`config.mk`:
```
export PLATFORM = sky130hd
export DESIGN_NAME = dmem_arbiter
export DESIGN_NICKNAME = d
export VERILOG_FILES = /design/src/rtl/dmem_arbiter.sv
export SDC_FILE = /design/constraint.sdc
export NUM_CORES = 1
export LEC_CHECK = 0
export CORE_ASPECT_RATIO = 1.75
export CORE_MARGIN = 5
export CORE_UTILIZATION = 35
export DETAILED_ROUTE_END_ITERATION = 7
export GPL_TIMING_DRIVEN = 1
export REMOVE_ABC_BUFFERS = 1
export SLEW_MARGIN = 5
export SYNTH_ARGS = -nofsm -noshare
export SYNTH_HDL_FRONTEND = slang
export SYNTH_SLANG_ARGS = --single-unit
```
`constraint.sdc`:
```
create_clock -name clk -period 3.04 [get_ports clk]
set_clock_uncertainty 0.1 [all_clocks]
set_input_delay 0.456 -clock clk [delete_from_list [all_inputs] [get_ports clk]]
set_output_delay 0.456 -clock clk [all_outputs]
set_load 0.005 [all_outputs]
```
`src/rtl/dmem_arbiter.sv`:
```
// dmem_arbiter
//   Shares the single-port data RAM between the CPU load/store unit (port 0)
//   and the UART loader (port 1). Round-robin arbitration with a req/ack
//   handshake. Byte and halfword loads are lane-selected and extended.
//   Sub-word stores use read-modify-write because the RAM has a single
//   whole-word write enable.
//
// Optional feature macro: DMEM_MISALIGN_CHK_EN
//   When defined, adds err0_o/err1_o. Misaligned half/word accesses then skip
//   the RAM and complete with ack+err. When undefined, the low address bits
//   that do not fit the access size are ignored.
//
// Ports
//   clk, rst_n              clock, asynchronous active-low reset
//   reqN_i / ackN_o         request (held until ack) / one-cycle completion
//   weN_i, addrN_i          store flag, byte address
//   wdataN_i, sizeN_i       right-aligned store data, 00 byte/01 half/1x word
//   unsN_i                  load zero-extend (1) or sign-extend (0)
//   rdataN_o                load result, held until the next load to that port
//   mem_addr_o/we_o/wdata_o RAM word address, write enable, write data
//   mem_rdata_i             RAM read data, one cycle after mem_addr_o
//   busy_o                  high whenever the FSM is not in IDLE
//   errN_o                  misalignment error (DMEM_MISALIGN_CHK_EN only)
module dmem_arbiter #(
  parameter int ADDR_W = 14
) (
  input  logic              clk,
  input  logic              rst_n,
  input  logic              req0_i,
  input  logic              req1_i,
  input  logic              we0_i,
  input  logic              we1_i,
  input  logic [31:0]       addr0_i,
  input  logic [31:0]       addr1_i,
  input  logic [31:0]       wdata0_i,
  input  logic [31:0]       wdata1_i,
  input  logic [1:0]        size0_i,
  input  logic [1:0]        size1_i,
  input  logic              uns0_i,
  input  logic              uns1_i,
  output logic              ack0_o,
  output logic              ack1_o,
  output logic [31:0]       rdata0_o,
  output logic [31:0]       rdata1_o,
  output logic [ADDR_W-1:0] mem_addr_o,
  output logic              mem_we_o,
  output logic [31:0]       mem_wdata_o,
  input  logic [31:0]       mem_rdata_i,
  output logic              busy_o
`ifdef DMEM_MISALIGN_CHK_EN
  ,
  output logic              err0_o,
  output logic              err1_o
`endif
);

  typedef enum logic [2:0] {
    S_IDLE     = 3'd0,
    S_ACCESS   = 3'd1,
    S_WAIT     = 3'd2,
    S_MERGE_WR = 3'd3,
    S_RESP     = 3'd4
  } state_e;

  state_e              state_q, state_d;
  logic                last_q, last_d;
  logic                gnt_q, gnt_d;
  logic                we_q, we_d;
  logic [ADDR_W+1:0]   addr_q, addr_d;
  logic [31:0]         wdata_q, wdata_d;
  logic [1:0]          size_q, size_d;
  logic                uns_q, uns_d;
  logic [ADDR_W-1:0]   mem_addr_q, mem_addr_d;
  logic                mem_we_q, mem_we_d;
  logic [31:0]         mem_wdata_q, mem_wdata_d;
  logic                ack0_q, ack0_d, ack1_q, ack1_d;
  logic [31:0]         rdata0_q, rdata0_d, rdata1_q, rdata1_d;
  logic                busy_q, busy_d;
  logic                mis_s;
`ifdef DMEM_MISALIGN_CHK_EN
  logic                err0_q, err0_d, err1_q, err1_d;
`endif

  // Address bits above the RAM are deliberately dropped (accesses wrap).
  logic addr_unused;
  assign addr_unused = ^{addr0_i[31:ADDR_W+2], addr1_i[31:ADDR_W+2]};

  // Little-endian lane select plus zero/sign extension for loads.
  function automatic logic [31:0] load_extract(input logic [31:0] word,
                                               input logic [1:0]  off,
                                               input logic [1:0]  size,
                                               input logic        uns);
    logic [7:0]  b;
    logic [15:0] h;
    logic [31:0] r;
    case (off)
      2'd0:    b = word[7:0];
      2'd1:    b = word[15:8];
      2'd2:    b = word[23:16];
      default: b = word[31:24];
    endcase
    h = off[1] ? word[31:16] : word[15:0];
    case (size)
      2'b00:   r = {{24{b[7] & ~uns}}, b};
      2'b01:   r = {{16{h[15] & ~uns}}, h};
      default: r = word;
    endcase
    return r;
  endfunction

  // Insert right-aligned store data into the old word at the addressed lane.
  function automatic logic [31:0] merge_store(input logic [31:0] old_w,
                                              input logic [31:0] wd,
                                              input logic [1:0]  off,
                                              input logic [1:0]  size);
    logic [31:0] r;
    r = old_w;
    case (size)
      2'b00: begin
        case (off)
          2'd0:    r[7:0]   = wd[7:0];
          2'd1:    r[15:8]  = wd[7:0];
          2'd2:    r[23:16] = wd[7:0];
          default: r[31:24] = wd[7:0];
        endcase
      end
      2'b01: begin
        if (off[1]) r[31:16] = wd[15:0];
        else        r[15:0]  = wd[15:0];
      end
      default: r = wd;
    endcase
    return r;
  endfunction

  // Half accesses need addr[0]=0, word accesses need addr[1:0]=0.
  function automatic logic misaligned(input logic [1:0] size, input logic [1:0] off);
    logic r;
    case (size)
      2'b00:   r = 1'b0;
      2'b01:   r = off[0];
      default: r = (off != 2'd0);
    endcase
    return r;
  endfunction

  // Next-state and next-output logic; all outputs are registered from *_d.
  always_comb begin
    state_d     = state_q;
    last_d      = last_q;
    gnt_d       = gnt_q;
    we_d        = we_q;
    addr_d      = addr_q;
    wdata_d     = wdata_q;
    size_d      = size_q;
    uns_d       = uns_q;
    mem_addr_d  = mem_addr_q;
    mem_we_d    = 1'b0;
    mem_wdata_d = mem_wdata_q;
    rdata0_d    = rdata0_q;
    rdata1_d    = rdata1_q;
    mis_s       = 1'b0;
`ifdef DMEM_MISALIGN_CHK_EN
    err0_d      = 1'b0;
    err1_d      = 1'b0;
`endif
    case (state_q)
      S_IDLE: begin
        if (req0_i || req1_i) begin
          // On a tie the port that did not win last time goes next.
          gnt_d   = (req0_i && req1_i) ? ~last_q : req1_i;
          last_d  = gnt_d;
          we_d    = gnt_d ? we1_i    : we0_i;
          addr_d  = gnt_d ? addr1_i[ADDR_W+1:0] : addr0_i[ADDR_W+1:0];
          wdata_d = gnt_d ? wdata1_i : wdata0_i;
          size_d  = gnt_d ? size1_i  : size0_i;
          uns_d   = gnt_d ? uns1_i   : uns0_i;
`ifdef DMEM_MISALIGN_CHK_EN
          mis_s   = misaligned(size_d, addr_d[1:0]);
          err0_d  = mis_s & ~gnt_d;
          err1_d  = mis_s & gnt_d;
`endif
          if (mis_s) begin
            state_d = S_RESP;
          end else begin
            state_d    = S_ACCESS;
            mem_addr_d = addr_d[ADDR_W+1:2];
            // Whole-word stores write straight away; everything else reads first.
            mem_we_d   = we_d & size_d[1];
            if (we_d && size_d[1]) mem_wdata_d = wdata_d;
            else                   mem_wdata_d = mem_wdata_q;
          end
        end else begin
          state_d = S_IDLE;
        end
      end
      S_ACCESS: begin
        if (we_q && size_q[1]) state_d = S_RESP;
        else                   state_d = S_WAIT;
      end
      S_WAIT: begin
        if (we_q) begin
          mem_wdata_d = merge_store(mem_rdata_i, wdata_q, addr_q[1:0], size_q);
          mem_we_d    = 1'b1;
          state_d     = S_MERGE_WR;
        end else begin
          if (gnt_q) rdata1_d = load_extract(mem_rdata_i, addr_q[1:0], size_q, uns_q);
          else       rdata0_d = load_extract(mem_rdata_i, addr_q[1:0], size_q, uns_q);
          state_d = S_RESP;
        end
      end
      S_MERGE_WR: state_d = S_RESP;
      S_RESP:     state_d = S_IDLE;
      default:    state_d = S_IDLE;
    endcase
    // RESP always lasts one cycle, so entering it is exactly the ack pulse.
    ack0_d = (state_d == S_RESP) & ~gnt_d;
    ack1_d = (state_d == S_RESP) & gnt_d;
    busy_d = (state_d != S_IDLE);
  end

  // State, latched request and registered outputs.
  always_ff @(posedge clk or negedge rst_n) begin
    if (!rst_n) begin
      state_q     <= S_IDLE;
      last_q      <= 1'b1;
      gnt_q       <= 1'b0;
      we_q        <= 1'b0;
      addr_q      <= '0;
      wdata_q     <= 32'd0;
      size_q      <= 2'd0;
      uns_q       <= 1'b0;
      mem_addr_q  <= '0;
      mem_we_q    <= 1'b0;
      mem_wdata_q <= 32'd0;
      ack0_q      <= 1'b0;
      ack1_q      <= 1'b0;
      rdata0_q    <= 32'd0;
      rdata1_q    <= 32'd0;
      busy_q      <= 1'b0;
`ifdef DMEM_MISALIGN_CHK_EN
      err0_q      <= 1'b0;
      err1_q      <= 1'b0;
`endif
    end else begin
      state_q     <= state_d;
      last_q      <= last_d;
      gnt_q       <= gnt_d;
      we_q        <= we_d;
      addr_q      <= addr_d;
      wdata_q     <= wdata_d;
      size_q      <= size_d;
      uns_q       <= uns_d;
      mem_addr_q  <= mem_addr_d;
      mem_we_q    <= mem_we_d;
      mem_wdata_q <= mem_wdata_d;
      ack0_q      <= ack0_d;
      ack1_q      <= ack1_d;
      rdata0_q    <= rdata0_d;
      rdata1_q    <= rdata1_d;
      busy_q      <= busy_d;
`ifdef DMEM_MISALIGN_CHK_EN
      err0_q      <= err0_d;
      err1_q      <= err1_d;
`endif
    end
  end

  assign ack0_o      = ack0_q;
  assign ack1_o      = ack1_q;
  assign rdata0_o    = rdata0_q;
  assign rdata1_o    = rdata1_q;
  assign mem_addr_o  = mem_addr_q;
  assign mem_we_o    = mem_we_q;
  assign mem_wdata_o = mem_wdata_q;
  assign busy_o      = busy_q;
`ifdef DMEM_MISALIGN_CHK_EN
  assign err0_o      = err0_q;
  assign err1_o      = err1_q;
`endif

endmodule

```
==> run metrics <==
vias in the first global route 7,863; Max Freq 0.394 GHz; clock root buffer clkbuf_16; multi-input logic area 3970 um2; Syn Std Cell Area approximately 8000 um2; switching part of the total 37.5%; Die ar. 26,800 um2; max-cap violations 0; fin crit share 83.4%; Yosys cell types 52; DR WL/cell 21.3 um; FP Rows 74; CTS HTree Levels 4; initial antenna violation count 0; Slew @ Worst Pin 1050 ps; minimum clock period ~2500 ps; Placer Congestion 0.833; total gr overflow 0; sequential area share after synthesis 47.8%; DR vias 7,714; arrival time worst endpoint 2780 ps; hold path depth 2; Flop pwr share 34.1%; Data required, critical path 3280 ps; Post-Synth Adder-Cell Area 0%; clock-pin slew on the worst setup and hold paths 60 ps; crit path launch type flip-flop; die height 213 um; LEAKAGE roughly 5.0 nW; core area 23,200 um2; CTS sink cnt 157; cts bufs inserted 17; Synth Area in Compound Gates 18.6%; Post CTS Setup Buffer Count 0; R2R depth 4; Clock Path Buffers 2; vias per inst 5.44; I/O Pins 286; Final Power roughly 12 mW; CTS tree yes; WL final slightly above 30,000 um; post-route ant nets 0; first-pass GRT wire length 46,000 um; Fin Hold WS ~380 ps; dominant cell type by area after synthesis dfrtp_1; pin count of the biggest net entering global routing 68; dpl hpwl 22,300 um; share of post-route cells with drive strength above 1 9.16%; Max Fanout on Critical Path 25; antenna diode instance count 0; synthesized area per cell 9.51 um2; RSZ-0062 raised after global routing no; dpl cell area 11,200 um2; synthesis-to-finish area growth 43.2%; Reg area 3930 um2; mux cell area share after synthesis 9.93%; Final Core Density 50.7%; Initial DRC Count 625; top post-synthesis cells by area dfrtp_1, nand2_1, nand3_1; critical path type reg -> reg; design area 11,800 um2; CP endpoint kind flip-flop; Pwr per Cell Area 1010 nW/um2; Psw between 4 and 5 mW; area share of the largest cell type after synthesis between 40% and 50%; FILL cells 2,132; Slew headroom between 20 and 30%; initial core utilization 35.4%; Worst Hold Class reg -> reg; worst vdd ir ~0.44 mV; drt first pass iters 5; Skew-Pair Late Insertion Delay 440 ps; largest family of logic cells by synthesized area simple AND/OR/NAND/NOR gates; worst slack, placed 300 ps; endpoints failing hold 0; final setup fails 0; Yosys warnings 0; Synth Instances 864; Slew Viols, Final 0; status complete, no violations; #FFs+latches synth between 150 and 200; Synth Area in Simple Gates 19.5%; internal power 7.41 mW; Final WS setup 504 ps; Comb pwr share 47.4%; drc violations 0; nets ~1,300; xor-xnor portion of the synthesized cell area 0%; die width 126 um; PortBufs 253; GRT Total Usage 22.3%; Clock Power Share 18.4%
## layer usage
layer / track usage [%] / vias to the layer above / wire [um]
met5: 0 / - / 0
met1: 25.9 / 3742 / 11500
met3: 4.91 / 54 / 1850
met4: 9.07 / 0 / 1100
li1: - / 3630 / -
met2: 40.0 / 288 / 15700
## critical path: stages (launching register included)
cell,delay [ps]
dfrtp_1,700
nor2b_1,300
nor3_1,820
a221oi_1,260
o31ai_1,250
## kinds of logic (layout without fill, tap and decap cells)
logic type	Yosys count	in the layout
simple gates	345	345
compound gates	217	217
flops	157	157
buf+inv	78	328
mux	67	67
## flip-flops by register name, summed over array words and instances, names as in the netlist, 2 cells and up
register,cells
mem_wdata_o,32
rdata0_o,32
rdata1_o,32
wdata_q,32
mem_addr_o,14
state_q,3
addr_q,2
size_q,2
## worst paths after layout
path / slack (ps) / start / end
max: 500 / addr_q[0] / mem_wdata_o[23]
min: 380 / rdata0_o[4] / rdata0_o[4]
max reg2reg: 500 / addr_q[0] / mem_wdata_o[23]
min reg2reg: 380 / rdata0_o[4] / rdata0_o[4]
max in group asynchronous: 1590 / rst_n / rdata1_o[24]
min in group asynchronous: 430 / rst_n / we_q
## what timing repair did
item,4_1_cts,5_1_grt
endpoints found under the hold margin,40,0
hold buffers,1,0
resized for setup,0,0
## placed cells by master (no fill, tap or decap), types with 10 or more instances in the layout
| cell type | count |
|---|---|
| mux2i_1 | 26 |
| nand2b_1 | 10 |
| nand3_1 | 75 |
| a21oi_1 | 17 |
| a31oi_1 | 28 |
| mux2_1 | 25 |
| nor2_1 | 43 |
| and3_1 | 23 |
| o21ai_0 | 18 |
| o31ai_1 | 30 |
| dfrtp_1 | 155 |
| nand2_1 | 152 |
| o22ai_1 | 17 |
| nor3_1 | 17 |
| buf_4 | 35 |
| a221oi_1 | 11 |
| o21ai_1 | 28 |
| clkbuf_16 | 17 |
| o22a_1 | 10 |
| clkdlybuf4s50_1 | 252 |
| o211ai_1 | 15 |
## layout make-up
class	count	area share (%)
clock inverter	5	0.680
sequential	157	33.4
multi-input combinational	629	33.7
inverter	4	0.128
tap	304	3.23
clock buffer	26	4.33
timing repair buffer	293	24.5
## cells in the mapped netlist (all sizes together)
cell type / n
a22o: 9
a32oi: 9
nand2: 152
a21boi: 9
dfrtp: 156
a221oi: 11
o21a: 3
and3: 23
buf: 17
a21bo: 1
o21bai: 1
o21ai: 47
o41ai: 7
or3: 2
nor4b: 1
and2: 9
nor3: 18
o22a: 10
mux2i: 26
o31ai: 30
nor4: 1
nor2b: 4
o2bb2a: 1
a21oi: 17
o211ai: 15
dfstp: 1
nor3b: 3
nor2: 43
or2: 1
nand3b: 2
a31oi: 28
o22ai: 17
clkbuf: 57
o32a: 1
mux4: 8
inv: 3
nand2b: 10
mux2: 33
clkinv: 1
or3b: 1
o2bb2ai: 1
nand3: 75
## metrics by stage
| step | cells | TNS, ps |
|---|---|---|
| 2_1_floorplan | 790 | -44000 |
| 3_3_place_gp | 1386 | 0 |
| 3_5_place_dp | 1386 | 0 |
| 4_1_cts | 1418 | 0 |
| 5_1_grt | 1418 | 0 |
| 6_report | 1418 | 0 |
## power groups by stage
| stage | Sequential [mW] | Combinational [mW] | Clock (mW) |
|---|---|---|---|
| global route | 4.18 | 6.15 | 2.31 |
| detailed placement | 4.08 | 5.67 | 0 |
| finish | 4.04 | 5.62 | 2.19 |
| global placement | 4.05 | 5.58 | 0 |
| CTS | 4.05 | 5.68 | 2.21 |
| floorplan | 3.99 | 2.61 | 0 |
Note: power is estimated with default switching activity, not from simulation.
